<file path="config.mk">
export PLATFORM = sky130hd
export DESIGN_NAME = serial_subtractor
export DESIGN_NICKNAME = d
export VERILOG_FILES = /design/src/rtl/serial_subtractor.sv
export SDC_FILE = /design/constraint.sdc
export NUM_CORES = 1
export LEC_CHECK = 0
export BUFFER_PORTS_ARGS = -buffer_cell sky130_fd_sc_hd__buf_2
export CELL_PAD_IN_SITES_DETAIL_PLACEMENT = 1
export CELL_PAD_IN_SITES_GLOBAL_PLACEMENT = 2
export CORE_AREA = 2 2 76 78
export DETAILED_ROUTE_END_ITERATION = 8
export DIE_AREA = 0 0 78 80
export PLACE_DENSITY_LB_ADDON = 0.1
export SKIP_CTS_REPAIR_TIMING = 1
export SLEW_MARGIN = 20
export SYNTH_ARGS = -nofsm -noshare
export SYNTH_HDL_FRONTEND = slang
export SYNTH_SLANG_ARGS = --single-unit
</file>
<file path="constraint.sdc">
create_clock -name clk -period 1.38 [get_ports clk]
set_clock_uncertainty 0.05 [all_clocks]
set_input_delay 0.138 -clock clk [delete_from_list [all_inputs] [get_ports clk]]
set_output_delay 0.138 -clock clk [all_outputs]
set_load 0.02 [all_outputs]
</file>
<file path="src/rtl/serial_subtractor.sv">
// Bit-serial unsigned subtractor: computes a - b - bin one bit per cycle, LSB first.
// A result takes WIDTH SHIFT cycles followed by a single DONE cycle that pulses done.
module serial_subtractor #(
    parameter int WIDTH = 8
) (
    input  logic             clk,
    input  logic             rst,
    input  logic             start,
    input  logic [WIDTH-1:0] a,
    input  logic [WIDTH-1:0] b,
    input  logic             bin,
    output logic             busy,
    output logic             done,
    output logic [WIDTH-1:0] diff,
    output logic             bout
);

    localparam int CNT_W = $clog2(WIDTH + 1);
    localparam logic [CNT_W-1:0] LAST_BIT = CNT_W'(WIDTH - 1);

    typedef enum logic [1:0] {
        IDLE  = 2'd0,
        SHIFT = 2'd1,
        DONE  = 2'd2
    } state_t;

    state_t           state_q, state_d;
    logic [WIDTH-1:0] a_q, a_d;
    logic [WIDTH-1:0] b_q, b_d;
    logic [WIDTH-1:0] res_q, res_d;
    logic [WIDTH-1:0] diff_q, diff_d;
    logic [CNT_W-1:0] cnt_q, cnt_d;
    logic             br_q, br_d;
    logic             bout_q, bout_d;
    logic             busy_q, busy_d;
    logic             done_q, done_d;

    logic             d_bit;
    logic             br_next;

    always_comb begin
        // NOTE: every signal gets a hold/default value first so no path leaves it unassigned (no latches).
        state_d = state_q;
        a_d     = a_q;
        b_d     = b_q;
        res_d   = res_q;
        diff_d  = diff_q;
        cnt_d   = cnt_q;
        br_d    = br_q;
        bout_d  = bout_q;

        d_bit   = a_q[0] ^ b_q[0] ^ br_q;
        br_next = (~a_q[0] & b_q[0]) | (~(a_q[0] ^ b_q[0]) & br_q);

        case (state_q)
            IDLE, DONE: begin
                if (start) begin
                    a_d     = a;
                    b_d     = b;
                    br_d    = bin;
                    res_d   = '0;
                    cnt_d   = '0;
                    state_d = SHIFT;
                end else begin
                    state_d = IDLE;
                end
            end
            SHIFT: begin
                res_d = {d_bit, res_q[WIDTH-1:1]};
                a_d   = a_q >> 1;
                b_d   = b_q >> 1;
                br_d  = br_next;
                cnt_d = cnt_q + CNT_W'(1);
                // The final bit is folded straight into diff so the result lands on the done edge.
                if (cnt_q == LAST_BIT) begin
                    diff_d  = {d_bit, res_q[WIDTH-1:1]};
                    bout_d  = br_next;
                    state_d = DONE;
                end
            end
            default: state_d = IDLE;
        endcase

        busy_d = (state_d == SHIFT);
        done_d = (state_d == DONE);
    end

    // NOTE: sequential state uses non-blocking assignments so every flop samples pre-edge values.
    always_ff @(posedge clk or posedge rst) begin
        if (rst) begin
            state_q <= IDLE;
            a_q     <= '0;
            b_q     <= '0;
            res_q   <= '0;
            diff_q  <= '0;
            cnt_q   <= '0;
            br_q    <= 1'b0;
            bout_q  <= 1'b0;
            busy_q  <= 1'b0;
            done_q  <= 1'b0;
        end else begin
            state_q <= state_d;
            a_q     <= a_d;
            b_q     <= b_d;
            res_q   <= res_d;
            diff_q  <= diff_d;
            cnt_q   <= cnt_d;
            br_q    <= br_d;
            bout_q  <= bout_d;
            busy_q  <= busy_d;
            done_q  <= done_d;
        end
    end

    assign busy = busy_q;
    assign done = done_q;
    assign diff = diff_q;
    assign bout = bout_q;

endmodule
</file>
## After elaboration in Yosys (flattened, before gate mapping)

Cells that the tools add are included.
Widths: inputs -> output; s select.

| cells by class | value |
|---|---|
| add/subtract/negate cells | 1 |
| eq/ne operators | 6 |
| multiplexer cells | 13 |
| bitwise logic cells | 7 |
| reduce and logical (&&, ||, !) cells | 5 |

Operators with widths:

| operator | count |
|---|---|
| $pmux 8 s2 | 3 |
| $mux 8 | 3 |
| $pmux 4 s2 | 1 |
| $add 4x1->4 const B | 1 |
| $eq 2x1->1 const B | 2 |
| $eq 2x2->1 const B | 2 |
| $eq 4x3->1 const B | 1 |
| $mux 4 | 1 |
| $pmux 2 s2 | 1 |
| $reduce_and 2->1 | 2 |
| $and 1x1->1 | 2 |
| $logic_not 2->1 | 1 |
| $mux 1 | 2 |
| $mux 2 | 1 |
| $ne 2x2->1 const B | 1 |
| $not 1->1 | 2 |
| $pmux 1 s2 | 1 |
| $reduce_bool 2->1 | 1 |
| $reduce_or 2->1 | 1 |
| $xor 1x1->1 | 2 |
| $or 1x1->1 | 1 |

| storage, ports and cells | value |
|---|---|
| bits in registers | 42 |
| logic and storage cells | 42 |

## Longest topological paths before layout

Gate-level depths: netlist (run 1).

| depth | value |
|---|---|
| depth after elaboration | 5 |
| depth in mapped cells | 5 |

## Worst setup path after synthesis (run 1)

OpenSTA, ideal clock, no wires.

| path | value |
|---|---|
| kind | register -> register |
| start point | register state_q[1] |
| end point | register diff_q[0], in the netlist diff[0] |
| setup time | 0.125 ns |
| arrival time | 1.337 ns |
| setup slack | -0.131 ns |
| stages on the path, launching flop included | 5 |
| buffers on the path | 1 |
| clock period less this slack | 1.511 ns |
| cell sequence | dfrtp_1 > nand2b_1 > buf_6 > nor3_4 > mux2_2 |

| on the way | value |
|---|---|
| longest elaborated chain between the ends | 2 |

Ends and longest elaborated chain:

| element | RTL line | text |
|---|---|---|
| start: declaration | 27 | `state_t state_q, state_d;` |
| start signal: assignment | 102 | `state_q <= state_d;` |
| $eq 2x1->1 | 55 | `case (state_q)` |
| $reduce_and 2->1 (no source line) | - |  |
| end signal: assignment | 106 | `diff_q <= diff_d;` |
| end: declaration | 31 | `logic [WIDTH-1:0] diff_q, diff_d;` |

Every way passes these cells.
A chain may end at the register's enable or synchronous reset.

## Worst setup path after layout (run 1)

| path | value |
|---|---|
| start point | register cnt_q[1] |
| end point | register diff_q[4], in the netlist diff[4] |

| on the way | value |
|---|---|
| longest elaborated chain between the ends | 2 |

Ends and longest elaborated chain:

| element | RTL line | text |
|---|---|---|
| start: declaration | 32 | `logic [CNT_W-1:0] cnt_q, cnt_d;` |
| start signal: assignment | 107 | `cnt_q <= cnt_d;` |
| $eq 4x3->1 | 75 | `if (cnt_q == LAST_BIT) begin` |
| $reduce_and 2->1 (no source line) | - |  |

Every way passes these cells.

==> impl_metrics.env, run 1 <==
export IMPL_n_antenna_cell=0
export IMPL_synth_nets=160
export IMPL_hold_path_class="in2reg"
export IMPL_cts_root_buf="clkbuf_8"
export IMPL_nNetsFinal=209
export IMPL_peakVddDrop_v=0.000682
export IMPL_clk_latency_ns=0.29
export IMPL_pwr_density_cell_nw_per_um2=2310
export IMPL_n_fill_cell=605
export IMPL_crit_path_max_incr_delay_ns=0.36
export IMPL_antenna_found_initial=0
export IMPL_finalCritPeriodShare=1.10
export IMPL_critical_path_top_delay_family="flip-flops"
export IMPL_ant_nets=0
export IMPL_syn_area_sq_um=1680
export IMPL_hpwl_um=2560
export IMPL_fin_ws_ns=-0.137
export IMPL_syn_avg_cell_area_sq_um=12.1
export IMPL_drt_iter0_drc=41
export IMPL_min_period_ns=1.52
export IMPL_synth_top_flop_cell="dfrtp_1"
export IMPL_critPathRequiredTime_ns=1.52
export IMPL_fp_dieH_um=80
export IMPL_io_pins=31
export IMPL_slew_viol_final=0
export IMPL_crit_chain="ha_2, nand2_4, nor3_4, buf_6, clkbuf_16, mux2_4"
export IMPL_synth_area_leaders="dfrtp_1, a22oi_1, a22o_1, mux2_2, nand3_1"
export IMPL_grt_pass1_wl_um=6370
export IMPL_timing_max_cap_violations=0
export IMPL_area_growth_pct=36.2
export IMPL_max_slew_margin=0.851
export IMPL_path_buf_inv=2
export IMPL_end_kind="flop"
export IMPL_final_layout_size_suffix_gt1_frac=0.388
export IMPL_start_util=0.310
export IMPL_finalSetupViolCount=9
export IMPL_place_gp_congestion=0.701
export IMPL_grt_pass1_vias=1245
export IMPL_holdWs_ns=0.0102
export IMPL_fin_area_sq_um=2280
export IMPL_rows=27
export IMPL_clkTransAtPathRegs_ns=0.08
export IMPL_violations="negative setup slack"
export IMPL_worstSetupPathType="reg2reg"
export IMPL_cts_tree="yes"
export IMPL_synthArstFlopShare=1.00
export IMPL_die_w_um=78
export IMPL_dr_pass1_iters=4
export IMPL_numPortBuffers=30
export IMPL_hold_viol_final=0
export IMPL_cts_inserted_buffers=5
export IMPL_via_per_inst=4.85
export IMPL_netlist_instances=138
export IMPL_crit_fanout=4
export IMPL_start_kind="flop"
export IMPL_die_area_sq_um=6240
export IMPL_yosys_area_top_type_share=0.612
export IMPL_ys_seq_area_frac=0.612
export IMPL_synth_common_cells="dfrtp_1, nand2_1, a22oi_1, nand3_1, a22o_1"
export IMPL_synth_edff_count=0
export IMPL_clock_path_buffers=2
export IMPL_route_vias_total=1260
export IMPL_synth_cell_type_count=24
export IMPL_grt_overflow_total=0
export IMPL_wl_per_cell_um=15.7
export IMPL_p_leak_uw=0.00114
export IMPL_dpl_instance_area_sq_um=2030
export IMPL_grt_setup_unrepaired="true"
export IMPL_post_route_drc_count=0
export IMPL_fmax_ghz=0.659
export IMPL_cts_max_level=2
export IMPL_synth_most_common_cell="dfrtp_1"
export IMPL_ys_warn_count=0
export IMPL_coreArea_sq_um=5410
export IMPL_worst_slew_pin_slew_ns=0.221
export IMPL_ys_ff_latch=41
export IMPL_drt_total_wl_um=4070
export IMPL_grtUsageTotal=0.133
export IMPL_crit_arrival_ns=1.65
export IMPL_grt_max_degree=42
export IMPL_worst_path_max_delay_cell="dfrtp_1"
export IMPL_cts_sinks=41
export IMPL_yosysTopAreaCell="dfrtp_1"
export IMPL_status="finished, violations left"
sequential cells by signal, indices dropped and copies added, names as in the netlist:
signal,flops
a_q,8
b_q,8
bout,1
br_q,1
busy,1
cnt_q,4
diff,8
done,1
res_q,7
state_q,2
cells in the final DEF, fill, tap and decap left out, types with 3 or more instances in the layout:
cell | Yosys | layout
nand2_1 | 17 | 16
mux2_4 | 0 | 8
mux2i_1 | 3 | 3
buf_4 | 0 | 11
a22oi_1 | 13 | 13
buf_6 | 1 | 3
clkbuf_8 | 0 | 5
dfrtp_1 | 41 | 41
a22o_1 | 11 | 11
inv_1 | 4 | 4
buf_2 | 3 | 30
nand3_1 | 13 | 13
clkbuf_16 | 0 | 3
buf_12 | 0 | 4
nor2_1 | 3 | 3
worst paths after layout:
kind	start	endpoint	slack, ns	cells after the start
max	cnt_q[1]	diff[4]	-0.14	6
min	a[1]	a_q[1]	0.01	3
max reg2reg	cnt_q[1]	diff[4]	-0.14	6
min reg2reg	b_q[5]	b_q[5]	0.46	2
max in group asynchronous	rst	a_q[5]	0.69	4
min in group asynchronous	rst	diff[2]	0.38	4
where the power goes:
group | internal (uW) | total [uW] | leakage (uW) | switching, uW
combinational | 1290 | 2470 | 0.000575 | 1180
sequential | 1720 | 2040 | 0.000520 | 320
clock | 349 | 770 | 0.0000439 | 421
through the flow:
stage | utilization | TNS [ns] | total power (uW) | cells | worst slack (ns)
final | 0.422 | -1.03 | 5270 | 260 | -0.137
after global routing | 0.422 | -1.65 | 5700 | 260 | -0.198
after CTS | 0.391 | -0.887 | 4930 | 253 | -0.119
after detailed placement | 0.375 | -0.755 | 4130 | 245 | -0.102
after global placement | 0.375 | -0.282 | 4040 | 245 | -0.0363
after floorplan | - | -1.05 | 3350 | 138 | -0.131
final cells by class:
type | count | area [sq um] | area share
clock buffers | 5 | 68.8 | 0.0302
clock inverters | 3 | 17.5 | 0.00768
inverters | 4 | 15.0 | 0.00658
multi-input cells | 83 | 633 | 0.277
flip-flops and latches | 41 | 1030 | 0.450
well taps | 72 | 90.1 | 0.0395
repair buffers | 52 | 432 | 0.189
cells by family after synthesis:
kind of cell	after synthesis	synth area share
AOI/OAI and AO/OA	27	0.131
xor gates and xnor gates	1	0.00523
muxes	11	0.0717
buffers and inverters	14	0.0381
DFF	41	0.612
adders and majority gates	2	0.0194
and+or+nand+nor	42	0.122
worst min-delay path, delay by kind of cell:
family                 cells  cell delay, ns
buffers and inverters      1            0.07
and+or+nand+nor            1            0.06
AOI/OAI and AO/OA          1            0.05
per-layer routing:
metal,vias to the layer above,global-route usage,wire length (um)
met1,643,0.164,1780
met2,24,0.227,2090
met4,0,0.0421,41
met3,5,0.0373,157
li1,588,-,-
met5,-,0,0
(Power assumes the default switching activity.)
==> run 2, diff against run 1 <==
--- a/config.mk
+++ b/config.mk
@@ -8,12 +8,11 @@
 export BUFFER_PORTS_ARGS = -buffer_cell sky130_fd_sc_hd__buf_2
 export CELL_PAD_IN_SITES_DETAIL_PLACEMENT = 1
 export CELL_PAD_IN_SITES_GLOBAL_PLACEMENT = 2
-export CORE_AREA = 2 2 76 78
+export CORE_AREA = 2 2 70 72
 export DETAILED_ROUTE_END_ITERATION = 8
-export DIE_AREA = 0 0 78 80
+export DIE_AREA = 0 0 72 74
 export PLACE_DENSITY_LB_ADDON = 0.1
 export SKIP_CTS_REPAIR_TIMING = 1
-export SLEW_MARGIN = 20
 export SYNTH_ARGS = -nofsm -noshare
 export SYNTH_HDL_FRONTEND = slang
 export SYNTH_SLANG_ARGS = --single-unit
==> constraint.sdc (replaced) <==
create_clock -name clk -period 1.8 [get_ports clk]
set_clock_uncertainty 0.05 [all_clocks]
set_input_delay 0.18 -clock clk [delete_from_list [all_inputs] [get_ports clk]]
set_output_delay 0.18 -clock clk [all_outputs]
set_load 0.02 [all_outputs]
==> run 2 against run 1 <==
The flow finishes with violations (negative hold slack). Utilization grew 1.2 points. Die area shrank 15%. Non-clock buffer count shrank 13. Critical endpoint is now diff[3].
==> impl_metrics.env, run 2 (same netlist as run 1, synthesis figures left out) <==
export IMPL_status="finished, violations left"
export IMPL_violations="negative hold slack"
export IMPL_fp_dieH_um=74
export IMPL_pwr_density_cell_nw_per_um2=1770
export IMPL_slew_viol_final=0
export IMPL_final_layout_size_suffix_gt1_frac=0.314
export IMPL_seqPwrFrac=0.439
export IMPL_cts_tree="yes"
export IMPL_rr_startpoint="cnt_q[0]"
export IMPL_final_setup_tns_ns=0
export IMPL_combPwrFrac=0.399
export IMPL_n_fill_cell=507
export IMPL_grt_pass1_wl_um=6200
export IMPL_max_slew_margin=0.548
export IMPL_peakVddDrop_v=0.000647
export IMPL_nNetsFinal=196
export IMPL_n_antenna_cell=0
export IMPL_timing_max_cap_violations=0
export IMPL_hold_path_class="in2async"
export IMPL_gr_max_usage_layer="met2"
export IMPL_cts_sinks=41
export IMPL_antenna_found_initial=0
export IMPL_area_growth_pct=19.0
export IMPL_register_area_sq_um=1030
export IMPL_grt_overflow_total=0
export IMPL_critPathRequiredTime_ns=1.92
export IMPL_rows=25
export IMPL_cts_inserted_buffers=5
export IMPL_worstSetupPathType="reg2reg"
export IMPL_numPortBuffers=30
export IMPL_grt_max_degree=42
export IMPL_drt_iter0_drc=36
export IMPL_io_pins=31
export IMPL_die_w_um=72
export IMPL_finalSetupViolCount=0
export IMPL_holdWs_ns=-0.0452
export IMPL_timing_rr_end="diff[3]"
export IMPL_power_switching_uw=1320
export IMPL_clk_latency_ns=0.29
export IMPL_wl_per_cell_um=15.6
export IMPL_fmax_ghz=0.637
export IMPL_via_per_inst=5.26
export IMPL_reg2regPathDepth=5
export IMPL_hold_viol_final=41
export IMPL_place_inst=219
export IMPL_grtUsageMet2=0.245
export IMPL_hpwl_um=2390
export IMPL_rrSetupSlack_ns=0.23
export IMPL_final_cell_mix="dfrtp_1, buf_2, nand2_1, a22oi_1, nand3_1"
export IMPL_ant_nets=0
export IMPL_coreArea_sq_um=4600
export IMPL_finalCritPeriodShare=0.872
export IMPL_end_kind="flop"
export IMPL_min_period_ns=1.57
export IMPL_cts_root_buf="clkbuf_8"
export IMPL_use_met3=0.0420
export IMPL_route_vias_total=1204
export IMPL_crit_fanout=5
export IMPL_clock_path_buffers=2
export IMPL_place_gp_congestion=0.663
export IMPL_intPower_uw=2210
export IMPL_p_sw_frac=0.373
export IMPL_die_area_sq_um=5330
export IMPL_clkTransAtPathRegs_ns=0.08
export IMPL_start_kind="flop"
export IMPL_grt_setup_unrepaired="false"
export IMPL_drt_total_wl_um=3580
export IMPL_multiInputGateArea_sq_um=586
export IMPL_dp_slack_ns=0.0803
export IMPL_cts_max_level=2
export IMPL_grtUsageTotal=0.155
export IMPL_grt_use_met1=0.204
export IMPL_p_clk_frac=0.163
export IMPL_stdcell_count=229
export IMPL_post_route_drc_count=0
export IMPL_start_util=0.364
export IMPL_dr_pass1_iters=4
export IMPL_fin_ws_ns=0.230
export IMPL_grt_pass1_vias=1247
export IMPL_final_common_cell="dfrtp_1"
export IMPL_worst_slew_pin_slew_ns=0.678
export IMPL_p_leak_uw=0.00101
export IMPL_crit_arrival_ns=1.69
[run 2: cell types whose count changed in the layout (fill, tap and decap cells not counted), sizes merged]
cell,previous run,this run
buf,48,39
dlygate4sd3,1,0
clkbuf,8,6
clkinvlp,1,0
[run 2: how the worst max path moves through the flow]
stage	from	end	slack, ns	cells past startpoint
floorplan	state_q[1]	diff[0]	0.29	4
global placement	cnt_q[0]	diff[6]	0.17	4
detailed placement	cnt_q[0]	diff[2]	0.08	4
CTS	cnt_q[0]	diff[3]	0.04	4
global route	cnt_q[0]	diff[7]	0.14	5
finish	cnt_q[0]	diff[3]	0.23	5
[run 2: final cells by class]
type | count | area share
Inverter | 4 | 0.00753
Sequential cell | 41 | 0.514
Timing Repair Buffer | 39 | 0.109
Tap cell | 54 | 0.0339
Clock buffer | 6 | 0.0364
Clock inverter | 2 | 0.00502
Multi-Input combinational cell | 83 | 0.294
[run 2: routing by layer]
| metal | wire length, um | part of all wire |
|---|---|---|
| met1 | 1600 | 0.45 |
| met5 | 0 | 0 |
| met4 | 55 | 0.015 |
| met3 | 160 | 0.045 |
| met2 | 1770 | 0.49 |
[run 2: metrics by stage]
step | instance area [sq um] | power (uW) | util
after global placement | 1900 | 2930 | 0.413
final | 1990 | 3530 | 0.434
after detailed placement | 1900 | 2990 | 0.413
after CTS | 1980 | 3590 | 0.430
after floorplan | 1680 | 2570 | -
after global routing | 1990 | 3840 | 0.434
[run 2: critical path: stages (launching register included)]
cell and delay, ns:
dfrtp_1 0.40, ha_1 0.20, nand2_1 0.12, nor3_4 0.19, buf_4 0.17, mux2_2 0.33
[run 2: power by group through the flow]
stage               registers (uW)  logic (uW)  clock network (uW)
global placement              1550        1380                   0
floorplan                     1630         934                   0
global route                  1610        1590                 645
CTS                           1550        1430                 601
detailed placement            1570        1430                   0
finish                        1550        1410                 575
==> run 3, diff against run 2 <==
--- a/config.mk
+++ b/config.mk
@@ -8,9 +8,9 @@
 export BUFFER_PORTS_ARGS = -buffer_cell sky130_fd_sc_hd__buf_2
 export CELL_PAD_IN_SITES_DETAIL_PLACEMENT = 1
 export CELL_PAD_IN_SITES_GLOBAL_PLACEMENT = 2
-export CORE_AREA = 2 2 70 72
+export CORE_AREA = 2 2 73 75
 export DETAILED_ROUTE_END_ITERATION = 8
-export DIE_AREA = 0 0 72 74
+export DIE_AREA = 0 0 75 77
 export PLACE_DENSITY_LB_ADDON = 0.1
 export SKIP_CTS_REPAIR_TIMING = 1
 export SYNTH_ARGS = -nofsm -noshare
==> constraint.sdc (replaced) <==
create_clock -name clk -period 1.7 [get_ports clk]
set_clock_uncertainty 0.05 [all_clocks]
set_input_delay 0.255 -clock clk [delete_from_list [all_inputs] [get_ports clk]]
set_output_delay 0.255 -clock clk [all_outputs]
set_load 0.02 [all_outputs]
==> run 3 against run 2 <==
The run now ends clean. Non-clock buffer count did not move. Global-route usage fell by 1.6 points. Clock-buffer cell count fell by 1. Register-to-register slack got worse by 0.09 ns. Die area rose by 8.4%. Critical endpoint is now diff[1]. Largest cell class unchanged.
==> impl_metrics.env, run 3 (same netlist as run 1, synthesis figures left out) <==
export IMPL_status="finished clean"
export IMPL_grt_overflow_total=0
export IMPL_peakVddDrop_v=0.000605
export IMPL_seqPwrFrac=0.402
export IMPL_place_gp_congestion=0.680
export IMPL_dpl_instance_area_sq_um=1930
export IMPL_clkTransAtPathRegs_ns=0.08
export IMPL_area_growth_pct=23.3
export IMPL_worstSetupPathType="reg2reg"
export IMPL_timing_max_cap_violations=0
export IMPL_end_kind="flop"
export IMPL_crit_arrival_ns=1.69
export IMPL_final_layout_size_suffix_gt1_frac=0.320
export IMPL_cts_root_buf="clkbuf_8"
export IMPL_hold_viol_final=0
export IMPL_clock_path_buffers=2
export IMPL_pwr_density_cell_nw_per_um2=1970
export IMPL_post_route_drc_count=0
export IMPL_die_area_sq_um=5780
export IMPL_slew_viol_final=0
export IMPL_grtUsageTotal=0.138
export IMPL_via_per_inst=4.82
export IMPL_antenna_found_initial=0
export IMPL_nNetsFinal=196
export IMPL_min_period_ns=1.56
export IMPL_grt_max_degree=42
export IMPL_die_w_um=75
export IMPL_power_switching_uw=1410
export IMPL_cts_max_level=2
export IMPL_n_antenna_cell=0
export IMPL_start_util=0.337
export IMPL_reg2regPathDepth=5
export IMPL_holdWs_ns=0.0215
export IMPL_fin_ws_ns=0.140
export IMPL_intPower_uw=2660
export IMPL_cts_tree="yes"
export IMPL_drt_iter0_drc=56
export IMPL_p_clk_frac=0.225
export IMPL_coreArea_sq_um=4980
export IMPL_fmax_ghz=0.641
export IMPL_critPathRequiredTime_ns=1.83
export IMPL_combPwrFrac=0.372
export IMPL_worst_slew_pin_slew_ns=0.701
export IMPL_grt_pass1_vias=1265
export IMPL_cts_inserted_buffers=5
export IMPL_p_leak_uw=0.00103
export IMPL_rr_startpoint="cnt_q[0]"
export IMPL_wl_per_cell_um=14.6
export IMPL_final_common_cell="dfrtp_1"
export IMPL_clk_latency_ns=0.29
export IMPL_hpwl_um=2410
export IMPL_start_kind="flop"
export IMPL_rrSetupSlack_ns=0.14
export IMPL_rows=26
export IMPL_hold_path_class="in2async"
export IMPL_max_slew_margin=0.533
export IMPL_cts_sinks=41
export IMPL_crit_fanout=10
export IMPL_final_core_util=0.415
export IMPL_grt_pass1_wl_um=6030
export IMPL_finalSetupViolCount=0
export IMPL_ant_nets=0
export IMPL_final_cell_mix="dfrtp_1, buf_2, nand2_1, a22oi_1, nand3_1"
export IMPL_dr_pass1_iters=4
export IMPL_dp_slack_ns=0.155
export IMPL_final_setup_tns_ns=0
export IMPL_timing_rr_end="diff[1]"
export IMPL_fin_area_sq_um=2070
export IMPL_route_vias_total=1182
export IMPL_fp_dieH_um=77
export IMPL_p_sw_frac=0.347
export IMPL_grt_setup_unrepaired="false"
export IMPL_numPortBuffers=30
export IMPL_finalCritPeriodShare=0.918
export IMPL_io_pins=31
export IMPL_drt_total_wl_um=3580
run 3: worst max-delay path by stage:
stage / start / to / depth (start not counted)
2_1_floorplan: state_q[1] / diff[0] / 4
3_3_place_gp: cnt_q[0] / diff[0] / 5
3_5_place_dp: cnt_q[0] / diff[5] / 5
4_1_cts: cnt_q[0] / diff[5] / 5
5_1_grt: cnt_q[0] / diff[5] / 5
6_report: cnt_q[0] / diff[1] / 5
run 3: worst max-delay path, cell delays in order (launching register included):
cell     delay (ns)
dfrtp_1        0.39
ha_1           0.20
nand2_1        0.12
nor3_4         0.12
buf_4          0.21
mux2_2         0.35
run 3: power groups by stage:
stage | Sequential, uW | Clock, uW | Combinational [uW]
after detailed placement | 1660 | 0 | 1540
after CTS | 1640 | 946 | 1550
after floorplan | 1730 | 0 | 989
after global routing | 1700 | 986 | 1690
after global placement | 1640 | 0 | 1490
final | 1640 | 915 | 1510
run 3: layout make-up:
class	instances	area, sq um
Sequential cell	41	1030
Multi-Input combinational cell	83	586
Fill cell	555	2910
Clock inverter	3	65.1
Inverter	4	15.0
Timing Repair Buffer	39	218
Tap cell	70	87.6
Clock buffer	5	68.8
run 3: metrics by stage:
stage | total power (uW) | std cells
final | 4060 | 245
after global routing | 4370 | 245
after CTS | 4140 | 245
after detailed placement | 3200 | 237
after global placement | 3130 | 237
after floorplan | 2720 | 138
run 3: layer usage:
metal	global-route usage	wire, um
met1	0.184	1650
met2	0.209	1730
met3	0.0342	128
met4	0.0643	72
met5	0	0
